### src/rtl/serial_adder_pkg.sv
// Shared types and helpers for the bit-serial adder.
// The counter increment is a ripple of half-adders so no '+' appears in the datapath.
package serial_adder_pkg;

  typedef enum logic [1:0] {IDLE, RUN, DONE} sa_state_e;

  localparam int unsigned SaMaxWidth = 32;
  localparam int unsigned SaMaxCntW  = $clog2(SaMaxWidth);

  function automatic logic [SaMaxCntW-1:0] sa_incr(input logic [SaMaxCntW-1:0] v);
    logic [SaMaxCntW-1:0] r;
    logic                 c;
    c = 1'b1;
    for (int i = 0; i < SaMaxCntW; i++) begin
      r[i] = v[i] ^ c;
      c    = c & v[i];
    end
    return r;
  endfunction

endpackage

### src/rtl/serial_adder_if.sv
// Operand and result valid/ready channels of the serial adder.
// master drives operands and consumes results; slave is the adder itself.
interface serial_adder_if #(
  parameter int unsigned WIDTH = 8
);
  logic             in_valid;
  logic             in_ready;
  logic [WIDTH-1:0] a;
  logic [WIDTH-1:0] b;
  logic             cin;
  logic             out_valid;
  logic             out_ready;
  logic [WIDTH-1:0] sum;
  logic             cout;

  modport master (
    output in_valid, a, b, cin, out_ready,
    input  in_ready, out_valid, sum, cout
  );

  modport slave (
    input  in_valid, a, b, cin, out_ready,
    output in_ready, out_valid, sum, cout
  );

endinterface

### src/rtl/full_adder.sv
// Single-bit full adder cell; the only arithmetic element of the serial adder.
module full_adder (
  input  logic a,
  input  logic b,
  input  logic cin,
  output logic sum,
  output logic carry
);

  logic half;

  assign half  = a ^ b;
  assign sum   = half ^ cin;
  assign carry = (a & b) | (cin & half);

endmodule

### src/rtl/serial_adder.sv
// Bit-serial WIDTH-bit adder: one full_adder cell, LSB first, result shifted in from the MSB.
// Accepts an operand word in IDLE, runs WIDTH cycles, then holds the result in DONE.
module serial_adder
  import serial_adder_pkg::*;
#(
  parameter int unsigned WIDTH = 8
) (
  input logic           clk,
  input logic           rst_n,
  serial_adder_if.slave bus
);

  localparam int unsigned CntW = $clog2(WIDTH);

  sa_state_e        state_q, state_d;
  logic [WIDTH-1:0] a_sr_q, a_sr_d;
  logic [WIDTH-1:0] b_sr_q, b_sr_d;
  logic [WIDTH-1:0] res_q, res_d;
  logic             carry_q, carry_d;
  logic             cout_q, cout_d;
  logic [CntW-1:0]  cnt_q, cnt_d;
  logic [CntW-1:0]  cnt_inc;
  logic             last_bit;
  logic             fa_sum;
  logic             fa_carry;

  full_adder u_full_adder (
    .a    (a_sr_q[0]),
    .b    (b_sr_q[0]),
    .cin  (carry_q),
    .sum  (fa_sum),
    .carry(fa_carry)
  );

  assign cnt_inc  = CntW'(sa_incr(SaMaxCntW'(cnt_q)));
  assign last_bit = (cnt_q == CntW'(WIDTH - 1));

  always_ff @(posedge clk or negedge rst_n) begin
    if (!rst_n) begin
      state_q <= IDLE;
    end else begin
      state_q <= state_d;
    end
  end

  always_comb begin
    state_d = state_q;
    unique case (state_q)
      IDLE:    if (bus.in_valid) state_d = RUN;
      RUN:     if (last_bit) state_d = DONE;
      DONE:    if (bus.out_ready) state_d = IDLE;
      default: state_d = IDLE;
    endcase
  end

  always_comb begin
    bus.in_ready  = (state_q == IDLE);
    bus.out_valid = (state_q == DONE);
  end

  assign bus.sum  = res_q;
  assign bus.cout = cout_q;

  always_comb begin
    a_sr_d  = a_sr_q;
    b_sr_d  = b_sr_q;
    res_d   = res_q;
    carry_d = carry_q;
    cout_d  = cout_q;
    cnt_d   = cnt_q;
    unique case (state_q)
      IDLE: begin
        if (bus.in_valid) begin
          a_sr_d  = bus.a;
          b_sr_d  = bus.b;
          carry_d = bus.cin;
          cnt_d   = '0;
        end
      end
      RUN: begin
        a_sr_d  = a_sr_q >> 1;
        b_sr_d  = b_sr_q >> 1;
        res_d   = {fa_sum, res_q[WIDTH-1:1]};
        carry_d = fa_carry;
        cnt_d   = cnt_inc;
        if (last_bit) cout_d = fa_carry;
      end
      default: ;
    endcase
  end

  always_ff @(posedge clk or negedge rst_n) begin
    if (!rst_n) begin
      a_sr_q  <= '0;
      b_sr_q  <= '0;
      res_q   <= '0;
      carry_q <= 1'b0;
      cout_q  <= 1'b0;
      cnt_q   <= '0;
    end else begin
      a_sr_q  <= a_sr_d;
      b_sr_q  <= b_sr_d;
      res_q   <= res_d;
      carry_q <= carry_d;
      cout_q  <= cout_d;
      cnt_q   <= cnt_d;
    end
  end

endmodule

### src/flat_wrapper.sv
// flat-port wrapper written by rule: the top's interface ports become plain ports
module serial_adder_flat import serial_adder_pkg::*;
#(
  parameter int unsigned WIDTH = 8
)
  (clk, rst_n, bus_in_valid, bus_a, bus_b, bus_cin, bus_out_ready, bus_in_ready, bus_out_valid, bus_sum, bus_cout);
  serial_adder_if #(.WIDTH(WIDTH)) bus_i ();
  input logic clk;
  input logic rst_n;
  input wire logic [$bits(bus_i.in_valid)-1:0] bus_in_valid;
  input wire logic [$bits(bus_i.a)-1:0] bus_a;
  input wire logic [$bits(bus_i.b)-1:0] bus_b;
  input wire logic [$bits(bus_i.cin)-1:0] bus_cin;
  input wire logic [$bits(bus_i.out_ready)-1:0] bus_out_ready;
  output wire logic [$bits(bus_i.in_ready)-1:0] bus_in_ready;
  output wire logic [$bits(bus_i.out_valid)-1:0] bus_out_valid;
  output wire logic [$bits(bus_i.sum)-1:0] bus_sum;
  output wire logic [$bits(bus_i.cout)-1:0] bus_cout;
  assign bus_i.in_valid = bus_in_valid;
  assign bus_i.a = bus_a;
  assign bus_i.b = bus_b;
  assign bus_i.cin = bus_cin;
  assign bus_i.out_ready = bus_out_ready;
  assign bus_in_ready = bus_i.in_ready;
  assign bus_out_valid = bus_i.out_valid;
  assign bus_sum = bus_i.sum;
  assign bus_cout = bus_i.cout;
  serial_adder #(.WIDTH(WIDTH)) u_core (.clk(clk), .rst_n(rst_n), .bus(bus_i));
endmodule
### config.mk
export PLATFORM = sky130hd
export DESIGN_NAME = serial_adder_flat
export DESIGN_NICKNAME = d
export VERILOG_FILES = /design/src/rtl/serial_adder_pkg.sv /design/src/rtl/serial_adder_if.sv /design/src/rtl/full_adder.sv /design/src/rtl/serial_adder.sv /design/src/flat_wrapper.sv
export SDC_FILE = /design/constraint.sdc
export NUM_CORES = 1
export LEC_CHECK = 0
export CORE_MARGIN = 2
export CORE_UTILIZATION = 48
export DETAILED_ROUTE_END_ITERATION = 10
export PLACE_DENSITY = 0.86
export SLEW_MARGIN = 10
export SYNTH_ARGS = -nofsm -noshare
export SYNTH_HDL_FRONTEND = slang
export SYNTH_SLANG_ARGS = --single-unit
### constraint.sdc
create_clock -name clk -period 1.4 [get_ports clk]
set_input_delay 0.14 -clock clk [delete_from_list [all_inputs] [get_ports clk]]
set_output_delay 0.14 -clock clk [all_outputs]
set_load 0.01 [all_outputs]
# Word level (Yosys, flattened, before mapping)

Cells that the tools add are included.

Register bits after elaboration: 31
Bits in latches: 0
Memory bits (writable): 0
ROM bits: 0
Output and inout port bits: 11
Word-level logic and storage cells: 39
Memories kept: 0

$add $sub $neg: 0
Multiply operators: 0
Divide/modulo/power cells: 0
Magnitude comparators: 0
Equality and inequality tests: 6
Shift operators: 0
Muxes and demuxes: 12
Bitwise gates (word level): 9
Reduce and logical (&&, ||, !) cells: 5

Operators by type and width:

| cell                                                                     | count |
|---|---|
| 8-bit one-hot mux with 2 select lines                                    | 2 |
| 8-bit two-way mux                                                        | 2 |
| 2-bit two-way mux                                                        | 3 |
| 2-bit one-hot mux with 3 select lines                                    | 1 |
| 3-bit one-hot mux with 2 select lines                                    | 1 |
| 2-bit inequality test (second input constant)                            | 2 |
| 2-bit AND reduction                                                      | 2 |
| 1-bit XOR                                                                | 4 |
| 1-bit bitwise AND                                                        | 3 |
| 3-bit == test (second input constant)                                    | 1 |
| 3-bit two-way mux                                                        | 1 |
| 3-bit AND reduction                                                      | 1 |
| 2-bit by 1-bit == test with 1-bit output (second input constant)         | 1 |
| 2-bit == test (second input constant)                                    | 1 |
| 2-bit zero test                                                          | 1 |
| 2-bit by 1-bit inequality test with 1-bit output (second input constant) | 1 |
| 1-bit one-hot mux with 2 select lines                                    | 1 |
| 2-bit nonzero test                                                       | 1 |
| 1-bit two-way mux                                                        | 1 |
| 1-bit NOT                                                                | 1 |
| 1-bit bitwise OR                                                         | 1 |

# Longest topological paths before layout

Word-level depth: 4
Gate-level depth with buffers: 5
Gate-level depth less buffers: 4

# Modules after synthesis

Synthesis repeated with hierarchy kept, for this count alone.

Cells, all modules: 136
Area total of the unflattened synthesis: 1423.9 sq um

Modules (own cells, without submodules):

| module       | times used | cells an instance | area an instance (sq um) | sequential area each (sq um) |
|---|---|---|---|---|
| serial_adder | 1          | 135               | 1403.8                   | 775.7 |
| full_adder   | 1          | 1                 | 20.0                     | 0.0 |

# Least setup slack after synthesis

OpenSTA, ideal clock, no wires.

Kind: register to register
Start: register u_core.cnt_q[0]
End: register u_core.cout_q (netlist: u_core.bus.cout)
Setup time: 0.125 ns
Data arrival time: 1.132 ns
Slack: 0.144 ns
Stages on the path, launching flop included: 5
Period minus slack after synthesis: 1.256 ns
Cells stage by stage: dfrtp_1 > ha_1 > ha_1 > nand2_1 > mux2_2

Longest elaborated chain between the ends: 2

RTL lines:

| what                                 | RTL line            | RTL |
|---|---|---|
| from (decl)                          | serial_adder.sv:21  | `logic [CntW-1:0] cnt_q, cnt_d;` |
| from (signal assigned)               | serial_adder.sv:106 | `cnt_q <= cnt_d;` |
| 3-bit == test                        | serial_adder.sv:36  | `assign last_bit = (cnt_q == CntW'(WIDTH - 1));` |
| 2-bit AND reduction (no source line) | -                   |  |
| to (signal assigned)                 | serial_adder.sv:105 | `cout_q <= cout_d;` |
| to (decl)                            | serial_adder.sv:20  | `logic cout_q, cout_d;` |

Every way passes these cells.
A chain may end at the register's enable or synchronous reset.

# Worst setup path in the final report

Start: register u_core.state_q[0]
End: register u_core.b_sr_q[2]

Longest elaborated chain between the ends: 3
Elaborated cells on any way between the ends: 6

RTL lines:

| what                                                                                | RTL line            | RTL |
|---|---|---|
| from (decl)                                                                         | serial_adder.sv:15  | `sa_state_e state_q, state_d;` |
| from (signal assigned)                                                              | serial_adder.sv:42  | `state_q <= state_d;` |
| 2-bit by 1-bit == test with 1-bit output / 2-bit zero test (equally long branches)  | serial_adder.sv:71  | `unique case (state_q)` |
| 2-bit nonzero test (no source line) / 2-bit inequality test (equally long branches) | -                   |  |
| 2-bit AND reduction (no source line)                                                | -                   |  |
| to (signal assigned)                                                                | serial_adder.sv:102 | `b_sr_q <= b_sr_d;` |
| to (decl)                                                                           | serial_adder.sv:17  | `logic [WIDTH-1:0] b_sr_q, b_sr_d;` |

Several ways; a longest one is shown, not always the timed one.

==> results.ini <==
[setup_path]
crit_required_ns=1.61
cpMostUsedCell=buf_4
cpPeakStageDelay_ns=0.41
reg2reg_to=u_core.b_sr_q[2]
crit_path_end_kind=flip-flop
path_delay_family=buffers and inverters
r2r-start=u_core.state_q[0]
worstPathMaxFanout=8
critPathArrivalTime_ns=1.55
path_class=flip-flop to flip-flop
r2r_setup_slack_ns=0.06
path_buf_inv=3
slowest_stage=dfrtp_2
crit_chain=buf_4 -> buf_4 -> nor2_1 -> nor2_2 -> buf_4 -> a2bb2oi_1
cp-start-kind=flip-flop
r2r_cells=6

[layout]
diodes=0
drive_gt1_share_pct=14.97
num-fill-cells=230
syn_to_final_growth_pct=31.55
regArea_sq_um=778.2
finalNetCount=192
multi_input_area_sq_um=513.0

[yosys]
synth-main-ff-cell=dfrtp_1
synth.most_common_cell=dfrtp_1
ys_seq_elements=31
avgSynthCellArea_sq_um=10.60
synth-edff-count=0
synth.distinct_cells=23
synth_warnings=0
synthTopCellsByCount=dfrtp_1 (31), nand2_1 (28), o22ai_1 (20)
syn_inst=128
yosys.area.top_type=dfrtp_1
netlist_area_sq_mm=0.001356
async_flop_share_pct=100.0
yosysTopAreaCellShare_pct=57.20
ys_top_cells_by_area=dfrtp_1 (57%), o22ai_1 (9.2%), nand2_1 (7.7%)
ys_seq_area_share_pct=57.20
synth_nets=152

[global_route]
track_usage_pct=21.17
grt_most_used_layer=met2
met2_usage_pct=33.66
grt_use_met1_pct=26.51
grt.overflow.total=0
use_met3_pct=8.617
antenna_found_initial=0
grt_max_degree=32
grt_first_pass_wirelength_microns=5237
grt_pass1_vias=1210

[floorplanning]
die_w_microns=57.16
dieArea_sq_mm=0.003267
coreArea_sq_mm=0.002710
io_pins=32
start_util_pct=50.05
fp-row-count=19
dieHeight_microns=57.16

[routing]
drc=0
first_pass_iters=4
num_vias=1117
routed_via_density=5.641
ant_nets=0
wl_per_cell_microns=15.19
drt_iter0_markers=26
postRouteWirelength_microns=3008

[pwr]
clockPowerShare_pct=12.1
power_frac_seq_pct=42.9
intPower_mw=2.374
power_density_mw_per_mm2=2098
p_leak_nw=0.8753
totalPowerFinal_mw=3.743
power.share.combinational_pct=44.9
vdd_drop_max_mv=1.426
switching_share_pct=36.58
p_switching_mw=1.369

[sta]
worst_slack_ns=0.05672
final_hold_viol_count=0
max-slew-margin-rel_pct=73.72
tightestPinTransition_ns=0.3942
clock.fmax_mhz=744.4
final.period_utilization_pct=95.95
fin_skew_ns=0.005964
min_period_ns=1.343
finalSetupViolCount=0
rsz0062_at_grt=true
maxSlewViolCount=0
setup-tns-final_ns=0

[cts]
hold_buffers=0
numCtsBuffers=5
clk_latency_ns=0.33
cts_max_path_buffers=2
clk_root_buffer_cell=clkbuf_4
cts.clk_slew.worst_paths_ns=0.09
h-tree-depth=2
cts_tree=built
numClockSinks=31

[run_status]
status=finished clean

[run]
cap_viol_max_count=0

[placed_design]
hpwlAfterDp_microns=2230
pre_cts_ws_ns=0.04357
portBuffers=31
gp_congestion=0.7398

[min_path]
hp-class=input pin to asynchronous set/reset pin

area by class of cell:
cell class	instances	area share [%]
inverter	3	0.6311
clock buffer	6	2.314
tap	31	2.174
timing repair buffer	42	22.51
multi-input combinational	85	28.75
sequential	31	43.62
power groups by stage:
stage	Combinational, mW	Sequential [mW]	Clock (mW)
floorplan	1.06	1.61	0
global placement	1.58	1.62	0
detailed placement	1.67	1.64	0
CTS	1.70	1.61	0.470
global route	1.88	1.65	0.519
finish	1.68	1.61	0.455
worst register-to-register path, delay by kind of cell (launching register included):
kind            cells  cell delay [ns]
simple gates        2             0.22
compound gates      1             0.13
flops               1             0.41
buf+inv             3             0.46
per-stage QoR:
step | hold WS, ns | instance area, sq um | instances | util [%]
final | 0.1952 | 1784 | 198 | 65.84
after global routing | 0.2130 | 1784 | 198 | 65.84
after CTS | 0.2037 | 1757 | 197 | 64.82
after detailed placement | 0.4626 | 1704 | 189 | 62.88
after global placement | 0.4598 | 1704 | 189 | 62.88
after floorplan | -0.1556 | 1356 | 128 | -
state kept, by name, summed over array words and instances, names as in the netlist:
register,count
u_core.b_sr_q,8
u_core.carry_q,1
u_core.bus.sum,8
u_core.a_sr_q,8
u_core.bus.cout,1
u_core.cnt_q,3
u_core.state_q,2
logic make-up (layout without fill, tap and decap cells):
| family | after synthesis | after routing | share of synthesized area, % |
|---|---|---|---|
| AO/OA/AOI/OAI | 44 | 44 | 21.86 |
| adder cells (fa/ha/maj) | 3 | 3 | 3.321 |
| buffers and inverters | 12 | 51 | 5.351 |
| flip-flops | 31 | 31 | 57.20 |
| multiplexers | 1 | 1 | 0.8302 |
| AND/OR/NAND/NOR | 37 | 37 | 11.44 |
how the worst max path moves through the flow:
stage	start	end	slack [ns]	cells past startpoint
final	u_core.state_q[0]	u_core.b_sr_q[2]	0.06	6
after global routing	u_core.state_q[0]	u_core.a_sr_q[4]	-0.05	5
after floorplan	u_core.cnt_q[0]	u_core.bus.cout	0.14	4
after detailed placement	bus_in_valid	u_core.a_sr_q[1]	0.04	4
after CTS	u_core.bus.sum[1]	bus_sum[1]	0.003	1
after global placement	u_core.state_q[0]	bus_in_ready	0.08	2
what timing repair did:
action	4_1_cts	5_1_grt
gates resized for setup	10	8
buffers inserted	2	1
endpoints found under the setup margin	4	21
metal layers:
metal | part of all wire, % | wire (microns)
met4 | 2.5 | 75
met1 | 43 | 1305
met3 | 7.1 | 214
met2 | 47 | 1413
met5 | 0 | 0
cell usage in the layout, fill, tap and decap left out:
cell type and instances:
fa_1 1, clkbuf_4 5, buf_2 1, o22ai_1 20, nor2b_1 1, nand2_1 27, nand2_2 1, nand3b_1 1
o221a_2 1, o31ai_1 2, mux2_2 1, a22o_1 2, a21oi_1 7, dlymetal6s2s_1 7, inv_1 2, nor2_2 2
dlygate4sd2_1 3, o21ai_0 3, dfrtp_2 2, clkbuf_1 1, nor2_1 2, dfrtp_1 29, buf_4 11, clkdlybuf4s50_1 20
inv_2 1, ha_1 2, nand2b_1 3, o21bai_1 1, a2bb2oi_1 8
(Power assumes the default switching activity.)
